`config.mk`:
```
export PLATFORM = sky130hd
export DESIGN_NAME = omsp_spm_seq_control
export DESIGN_NICKNAME = d
export VERILOG_FILES = /design/src/rtl/omsp_spm_pkg.sv /design/src/rtl/omsp_spm_range_overlap.sv /design/src/rtl/omsp_spm_seq_control.sv
export SDC_FILE = /design/constraint.sdc
export NUM_CORES = 1
export LEC_CHECK = 0
export ABC_AREA = 1
export CAP_MARGIN = 20
export CORE_MARGIN = 5
export CORE_UTILIZATION = 44
export CTS_CLUSTER_SIZE = 20
export DETAILED_ROUTE_END_ITERATION = 8
export PLACE_DENSITY = 0.77
export SLEW_MARGIN = 5
export SYNTH_ARGS = -nofsm -noshare
export SYNTH_HDL_FRONTEND = slang
export SYNTH_SLANG_ARGS = --single-unit
```
`constraint.sdc`:
```
create_clock -name mclk -period 3.55 [get_ports mclk]
set_input_delay 0.71 -clock mclk [delete_from_list [all_inputs] [get_ports mclk]]
set_output_delay 0.71 -clock mclk [all_outputs]
set_load 0.01 [all_outputs]
```
`src/rtl/omsp_spm_pkg.sv`:
```
// rtl/omsp_spm_pkg.sv - shared encodings for the sequential SPM controller
package omsp_spm_pkg;

  localparam logic [1:0] ST_IDLE   = 2'd0;
  localparam logic [1:0] ST_CHECK  = 2'd1;
  localparam logic [1:0] ST_COMMIT = 2'd2;
  localparam logic [1:0] ST_DONE   = 2'd3;

  // Each slot packs {pub_start, pub_end, sec_start, sec_end}, so sec_end sits in the slot LSBs.
  localparam int BND_SEC_END   = 0;
  localparam int BND_SEC_START = 1;
  localparam int BND_PUB_END   = 2;
  localparam int BND_PUB_START = 3;
  localparam int BND_FIELDS    = 4;

  function automatic int bnd_lsb(input int slot, input int field, input int addr_w);
    return (slot * BND_FIELDS + field) * addr_w;
  endfunction

endpackage

```
`src/rtl/omsp_spm_range_overlap.sv`:
```
// rtl/omsp_spm_range_overlap.sv - intersection test between two pairs of half-open ranges
module omsp_spm_range_overlap #(
  parameter int ADDR_W = 16
) (
  input  logic [ADDR_W-1:0] a0_start,
  input  logic [ADDR_W-1:0] a0_end,
  input  logic [ADDR_W-1:0] a1_start,
  input  logic [ADDR_W-1:0] a1_end,
  input  logic [ADDR_W-1:0] b0_start,
  input  logic [ADDR_W-1:0] b0_end,
  input  logic [ADDR_W-1:0] b1_start,
  input  logic [ADDR_W-1:0] b1_end,
  output logic              overlap
);

  // An empty range never intersects anything, even if its bounds straddle the other range.
  function automatic logic hit(input logic [ADDR_W-1:0] s0, input logic [ADDR_W-1:0] e0,
                               input logic [ADDR_W-1:0] s1, input logic [ADDR_W-1:0] e1);
    return (s0 < e0) && (s1 < e1) && (s0 < e1) && (s1 < e0);
  endfunction

  assign overlap = hit(a0_start, a0_end, b0_start, b0_end)
                 | hit(a0_start, a0_end, b1_start, b1_end)
                 | hit(a1_start, a1_end, b0_start, b0_end)
                 | hit(a1_start, a1_end, b1_start, b1_end);

endmodule

```
`src/rtl/omsp_spm_seq_control.sv`:
```
// rtl/omsp_spm_seq_control.sv - sequential SPM create/destroy controller, ID counter, prev-PC tracker
module omsp_spm_seq_control
  import omsp_spm_pkg::*;
#(
  parameter int NB_SPMS = 4,
  parameter int ID_W    = 16,
  parameter int ADDR_W  = 16
) (
  input  logic                           mclk,
  input  logic                           puc_rst_n,
  input  logic [ADDR_W-1:0]              pc,
  input  logic                           req_valid,
  input  logic                           req_enable,
  output logic                           req_ready,
  input  logic [ADDR_W-1:0]              pub_start,
  input  logic [ADDR_W-1:0]              pub_end,
  input  logic [ADDR_W-1:0]              sec_start,
  input  logic [ADDR_W-1:0]              sec_end,
  input  logic [NB_SPMS-1:0]             slot_enabled,
  input  logic [NB_SPMS*4*ADDR_W-1:0]    slot_bounds,
  input  logic [NB_SPMS-1:0]             slot_owner,
  input  logic [NB_SPMS-1:0]             slot_violation,
  output logic [NB_SPMS-1:0]             slot_update,
  output logic [NB_SPMS-1:0]             slot_disable,
  output logic [ID_W-1:0]                new_id,
  output logic [ADDR_W-1:0]              prev_pc,
  output logic                           done_valid,
  output logic                           done_ok,
  output logic [ID_W-1:0]                done_id,
  output logic                           id_exhausted,
  output logic                           violation
);

  localparam int IDX_W = (NB_SPMS > 1) ? $clog2(NB_SPMS) : 1;

  logic [1:0]         state_q, state_d;
  logic [IDX_W-1:0]   idx_q, idx_d;
  logic [IDX_W-1:0]   alloc_q, alloc_d;
  logic               is_create_q, is_create_d;
  logic [NB_SPMS-1:0] owner_q, owner_d;
  logic [ADDR_W-1:0]  npub_start_q, npub_start_d;
  logic [ADDR_W-1:0]  npub_end_q, npub_end_d;
  logic [ADDR_W-1:0]  nsec_start_q, nsec_start_d;
  logic [ADDR_W-1:0]  nsec_end_q, nsec_end_d;
  logic               ok_q, ok_d;
  logic [ID_W-1:0]    res_id_q, res_id_d;
  logic [ID_W-1:0]    next_id_q, next_id_d;
  logic               exh_q, exh_d;
  logic [ADDR_W-1:0]  cur_pc_q, cur_pc_d;
  logic [ADDR_W-1:0]  prev_pc_q, prev_pc_d;

  logic               free_found;
  logic [IDX_W-1:0]   free_idx;
  logic               layout_ovl;
  logic               slot_ovl;
  logic               chk_en;
  logic [ADDR_W-1:0]  chk_pub_start, chk_pub_end, chk_sec_start, chk_sec_end;

  // Descending scan so the lowest free slot is the one left standing.
  always_comb begin
    free_found = 1'b0;
    free_idx   = '0;
    for (int i = NB_SPMS - 1; i >= 0; i--) begin
      if (!slot_enabled[i]) begin
        free_found = 1'b1;
        free_idx   = IDX_W'(i);
      end
    end
  end

  omsp_spm_range_overlap #(.ADDR_W(ADDR_W)) u_layout_ovl (
    .a0_start (pub_start),
    .a0_end   (pub_end),
    .a1_start (pub_start),
    .a1_end   (pub_end),
    .b0_start (sec_start),
    .b0_end   (sec_end),
    .b1_start (sec_start),
    .b1_end   (sec_end),
    .overlap  (layout_ovl)
  );

  always_comb begin
    chk_en        = 1'b0;
    chk_pub_start = '0;
    chk_pub_end   = '0;
    chk_sec_start = '0;
    chk_sec_end   = '0;
    for (int i = 0; i < NB_SPMS; i++) begin
      if (idx_q == IDX_W'(i)) begin
        chk_en        = slot_enabled[i] && (alloc_q != IDX_W'(i));
        chk_pub_start = slot_bounds[bnd_lsb(i, BND_PUB_START, ADDR_W) +: ADDR_W];
        chk_pub_end   = slot_bounds[bnd_lsb(i, BND_PUB_END, ADDR_W) +: ADDR_W];
        chk_sec_start = slot_bounds[bnd_lsb(i, BND_SEC_START, ADDR_W) +: ADDR_W];
        chk_sec_end   = slot_bounds[bnd_lsb(i, BND_SEC_END, ADDR_W) +: ADDR_W];
      end
    end
  end

  omsp_spm_range_overlap #(.ADDR_W(ADDR_W)) u_slot_ovl (
    .a0_start (npub_start_q),
    .a0_end   (npub_end_q),
    .a1_start (nsec_start_q),
    .a1_end   (nsec_end_q),
    .b0_start (chk_pub_start),
    .b0_end   (chk_pub_end),
    .b1_start (chk_sec_start),
    .b1_end   (chk_sec_end),
    .overlap  (slot_ovl)
  );

  always_comb begin
    state_d      = state_q;
    idx_d        = idx_q;
    alloc_d      = alloc_q;
    is_create_d  = is_create_q;
    owner_d      = owner_q;
    npub_start_d = npub_start_q;
    npub_end_d   = npub_end_q;
    nsec_start_d = nsec_start_q;
    nsec_end_d   = nsec_end_q;
    ok_d         = ok_q;
    res_id_d     = res_id_q;
    next_id_d    = next_id_q;
    exh_d        = exh_q;
    case (state_q)
      ST_IDLE: begin
        if (req_valid) begin
          is_create_d  = req_enable;
          owner_d      = slot_owner;
          alloc_d      = free_idx;
          npub_start_d = pub_start;
          npub_end_d   = pub_end;
          nsec_start_d = sec_start;
          nsec_end_d   = sec_end;
          idx_d        = '0;
          ok_d         = 1'b0;
          res_id_d     = '0;
          if (req_enable) begin
            if ((pub_start >= pub_end) || (sec_start >= sec_end) || layout_ovl ||
                !free_found || exh_q) begin
              state_d = ST_DONE;
            end else begin
              state_d = ST_CHECK;
            end
          end else begin
            state_d = (slot_owner != '0) ? ST_COMMIT : ST_DONE;
          end
        end
      end
      ST_CHECK: begin
        if (chk_en && slot_ovl) begin
          state_d = ST_DONE;
        end else if (idx_q == IDX_W'(NB_SPMS - 1)) begin
          state_d = ST_COMMIT;
        end else begin
          idx_d = idx_q + 1'b1;
        end
      end
      ST_COMMIT: begin
        ok_d    = 1'b1;
        state_d = ST_DONE;
        if (is_create_q) begin
          res_id_d  = next_id_q;
          next_id_d = next_id_q + 1'b1;
          if (&next_id_q) begin
            exh_d = 1'b1;
          end
        end
      end
      default: begin
        state_d = ST_IDLE;
      end
    endcase
  end

  always_comb begin
    cur_pc_d  = cur_pc_q;
    prev_pc_d = prev_pc_q;
    if (pc != cur_pc_q) begin
      prev_pc_d = cur_pc_q;
      cur_pc_d  = pc;
    end
  end

  always_ff @(posedge mclk or negedge puc_rst_n) begin
    if (!puc_rst_n) begin
      state_q      <= ST_IDLE;
      idx_q        <= '0;
      alloc_q      <= '0;
      is_create_q  <= 1'b0;
      owner_q      <= '0;
      npub_start_q <= '0;
      npub_end_q   <= '0;
      nsec_start_q <= '0;
      nsec_end_q   <= '0;
      ok_q         <= 1'b0;
      res_id_q     <= '0;
      next_id_q    <= ID_W'(1);
      exh_q        <= 1'b0;
      cur_pc_q     <= '0;
      prev_pc_q    <= '0;
    end else begin
      state_q      <= state_d;
      idx_q        <= idx_d;
      alloc_q      <= alloc_d;
      is_create_q  <= is_create_d;
      owner_q      <= owner_d;
      npub_start_q <= npub_start_d;
      npub_end_q   <= npub_end_d;
      nsec_start_q <= nsec_start_d;
      nsec_end_q   <= nsec_end_d;
      ok_q         <= ok_d;
      res_id_q     <= res_id_d;
      next_id_q    <= next_id_d;
      exh_q        <= exh_d;
      cur_pc_q     <= cur_pc_d;
      prev_pc_q    <= prev_pc_d;
    end
  end

  always_comb begin
    slot_update  = '0;
    slot_disable = '0;
    new_id       = '0;
    if (state_q == ST_COMMIT) begin
      if (is_create_q) begin
        for (int i = 0; i < NB_SPMS; i++) begin
          slot_update[i] = (alloc_q == IDX_W'(i));
        end
        new_id = next_id_q;
      end else begin
        slot_disable = owner_q;
      end
    end
  end

  assign req_ready    = (state_q == ST_IDLE);
  assign done_valid   = (state_q == ST_DONE);
  assign done_ok      = done_valid & ok_q;
  assign done_id      = done_valid ? res_id_q : '0;
  assign prev_pc      = prev_pc_q;
  assign id_exhausted = exh_q;
  assign violation    = (|slot_violation) | exh_q;

endmodule
```
==> results.ini <==
[run_status]
status=finished with violations
violations=negative setup slack

[logic_synthesis]
yosys_warnings=0
netlist_top_cells_count=nand2_1 (414), ha_1 (251), inv_1 (190), a21oi_1 (148), dfrtp_1 (140)
synth_top_area_cell=dfrtp_1
synthFlopType=dfrtp_1
ys_seq_area_share_pct=26.89
synth_top_area_share_pct=26.69
syn_area_um2=13130
synth_seq_cells=141
synth.net_count=2359
synth_area_leaders=dfrtp_1 (27%), ha_1 (24%), nand2_1 (12%)
synth_cell_types=46
synth_edf_count=0
async_flop_share_pct=100.0
syn_inst=1756
syn_avg_cell_area_um2=7.476
synth_most_common_cell=nand2_1

[drt]
drt_iter0_drc=973
wl_um=54530
drc_errors=0
dr.pass1.iters=7
viasPerCell=5.476
ant_nets=0
drt-wirelength-per-cell_um=20.69
vias=14440

[sta]
worst_slack_ps=-10.20
slew_viol_final=0
fmax_mhz=280.9
worstMarginPinSlew_ps=849.8
rsz0062_at_grt=yes
period_share_pct=100.3
setup-tns-final_ps=-12.36
fin_crit_ps=3560
setup_viol=2
relSlewSlack_pct=43.35
fin_skew_ps=12.67
whs_ps=325.5
hold_violations=0

[power]
internal-power_w=0.007831
leakage_nw=9.392
p_switching_w=0.007030
power.density_nw_per_um2=749.6
swShare_pct=47.31
power_frac_comb_pct=70.2
vdd_drop_max_mv=0.3651
pwr-share-clk_pct=12.4
power_frac_seq_pct=17.4

[clocking]
cts_tree=built
clk_transition_reported_paths_ps=60
cts_buffer_depth=2
cts_root_buf=clkbuf_16
clock_latency_ps=420
numCtsBuffers=17
htreeDepth=4
postCtsHoldBufs=0
clock-sinks=141

[global_route]
antenna_found_initial=10
met1_usage_pct=37.62
grt.overflow.total=0
grt_pass1_vias=14510
grt_use_total_pct=30.27
grt_start_max_net_pins=100
grt_pass1_wl_um=80100
grt-busiest-layer=met2
met3_usage_pct=7.517
grtUsageMet2_pct=50.48

[floorplanning]
start_util_pct=44.41
die-width_um=182.7
io_pins=413
die_y_um=182.7
core_um2=29560
die_area_um2=33390
rows=63

[critical_path]
path_buf_inv=5
critical_path_class=reg2reg
slowest_stage=dfrtp_1
cpMostUsedCell=nand2_1
reg2reg_from=idx_q[1]
max_stage_delay_ps=390
critPathMaxFanout=7
crit_required_ps=3850
cp.depth=26
endpoint_kind=flop
r2r_slack_ps=-10
critical-path-top-delay-family=simple AND/OR/NAND/NOR gates
r2r_cells=26
critPathArrivalTime_ps=3860
crit-reg2reg-capture=state_q[0]
crit_path_start_kind=flop

[final_layout]
seqCellArea_um2=3531
syn2layout_area_growth_pct=51.01
multi_input_area_um2=9126
n_fill_cell=2480
final_layout_size_suffix_gt1_share_pct=11.77
nNetsFinal=2825
finalNonFillerCells=2636

[place]
hpwl_um=43290
post-place-cells=2573
portBuffers=412
post-place-ws_ps=-336.7
gp_congestion=0.9738

[run]
maxCapViolCount=0

[hold_path]
hp-class=in2async

## worst max-delay path by stage
stage                          start    endpoint  slack (ps)
finish                      idx_q[1]  state_q[0]         -10
floorplan                   idx_q[0]  state_q[1]         210
global placement    slot_bounds[105]  state_q[0]        -340
global route                idx_q[1]  state_q[1]        -270
detailed placement  slot_bounds[105]  state_q[1]        -340
CTS                         idx_q[1]    idx_q[1]           9
## flip-flops by register name (all words and copies together) (netlist names), 4 cells and up
| name | cells |
|---|---|
| prev_pc | 16 |
| owner_q | 4 |
| npub_end_q | 16 |
| npub_start_q | 16 |
| next_id_q | 16 |
| nsec_start_q | 16 |
| nsec_end_q | 16 |
| cur_pc_q | 16 |
| res_id_q | 16 |
## placed cells by master, fill, tap and decap left out, types with 12 or more instances in the layout
master / instances
xor2_1: 15
nand4_1: 29
dfrtp_1: 139
o21ai_2: 15
inv_1: 187
nand2_1: 406
a22oi_2: 13
ha_1: 240
xnor2_1: 12
buf_4: 88
o21ai_0: 84
a22oi_1: 31
nor3_1: 14
a21oi_2: 20
o21ai_1: 24
a211oi_1: 16
clkbuf_16: 25
nor2_1: 126
a21oi_1: 128
clkdlybuf4s50_1: 411
o22ai_1: 19
mux2_2: 15
nand3_1: 33
## worst register-to-register path, delay by kind of cell (launching register included)
family,cells,cell delay [ps]
AO/OA/AOI/OAI,6,860
adder cells (fa/ha/maj),2,480
buffers and inverters,5,590
flip-flops,1,390
AND/OR/NAND/NOR,13,1090
## stage by stage
step	cell area [µm²]	power, W	utilization [%]
2_1_floorplan	13130	0.008047	-
3_3_place_gp	18240	0.01132	61.71
3_5_place_dp	18240	0.01166	61.71
4_1_cts	18960	0.01375	64.15
5_1_grt	19820	0.01628	67.06
6_report	19820	0.01486	67.06
## area by class of cell
class                      count  share of cell area (%)
timing repair buffer         525                   26.68
antenna                       11                  0.1389
clock buffer                  20                   2.253
clock inverter                12                  0.8205
inverter                     194                   3.800
sequential                   141                   17.81
multi-input combinational   1343                   46.04
tap                          390                   2.462
## per-layer routing
metal | share of wire [%] | up-vias | routed length (µm)
met3 | 8.3 | 118 | 4506
met5 | 0 | - | 0
li1 | - | 6975 | -
met1 | 41 | 6758 | 22130
met2 | 46 | 585 | 25350
met4 | 4.7 | 0 | 2544
## power by group through the flow
stage	registers, W	logic, W	clock network, W
floorplan	0.00240	0.00565	0
global placement	0.00256	0.00875	0
detailed placement	0.00258	0.00908	0
CTS	0.00256	0.00933	0.00186
global route	0.00263	0.0117	0.00195
finish	0.00258	0.0104	0.00185
## kinds of logic after synthesis
family | synth area share, %
AOI/OAI and AO/OA | 18.62
muxes | 1.287
buffers and inverters | 7.892
adders and majority gates | 23.92
xor gates and xnor gates | 1.801
DFF | 26.89
and+or+nand+nor | 19.59
## what timing repair did
action                     4_1_cts  5_1_grt
pin swaps                        3       53
setup endpoints to repair        4        4
resized for setup               28      133
cloned                           1        8
buffers inserted                 1       11
No activity file was read; power rests on OpenSTA's default activity.
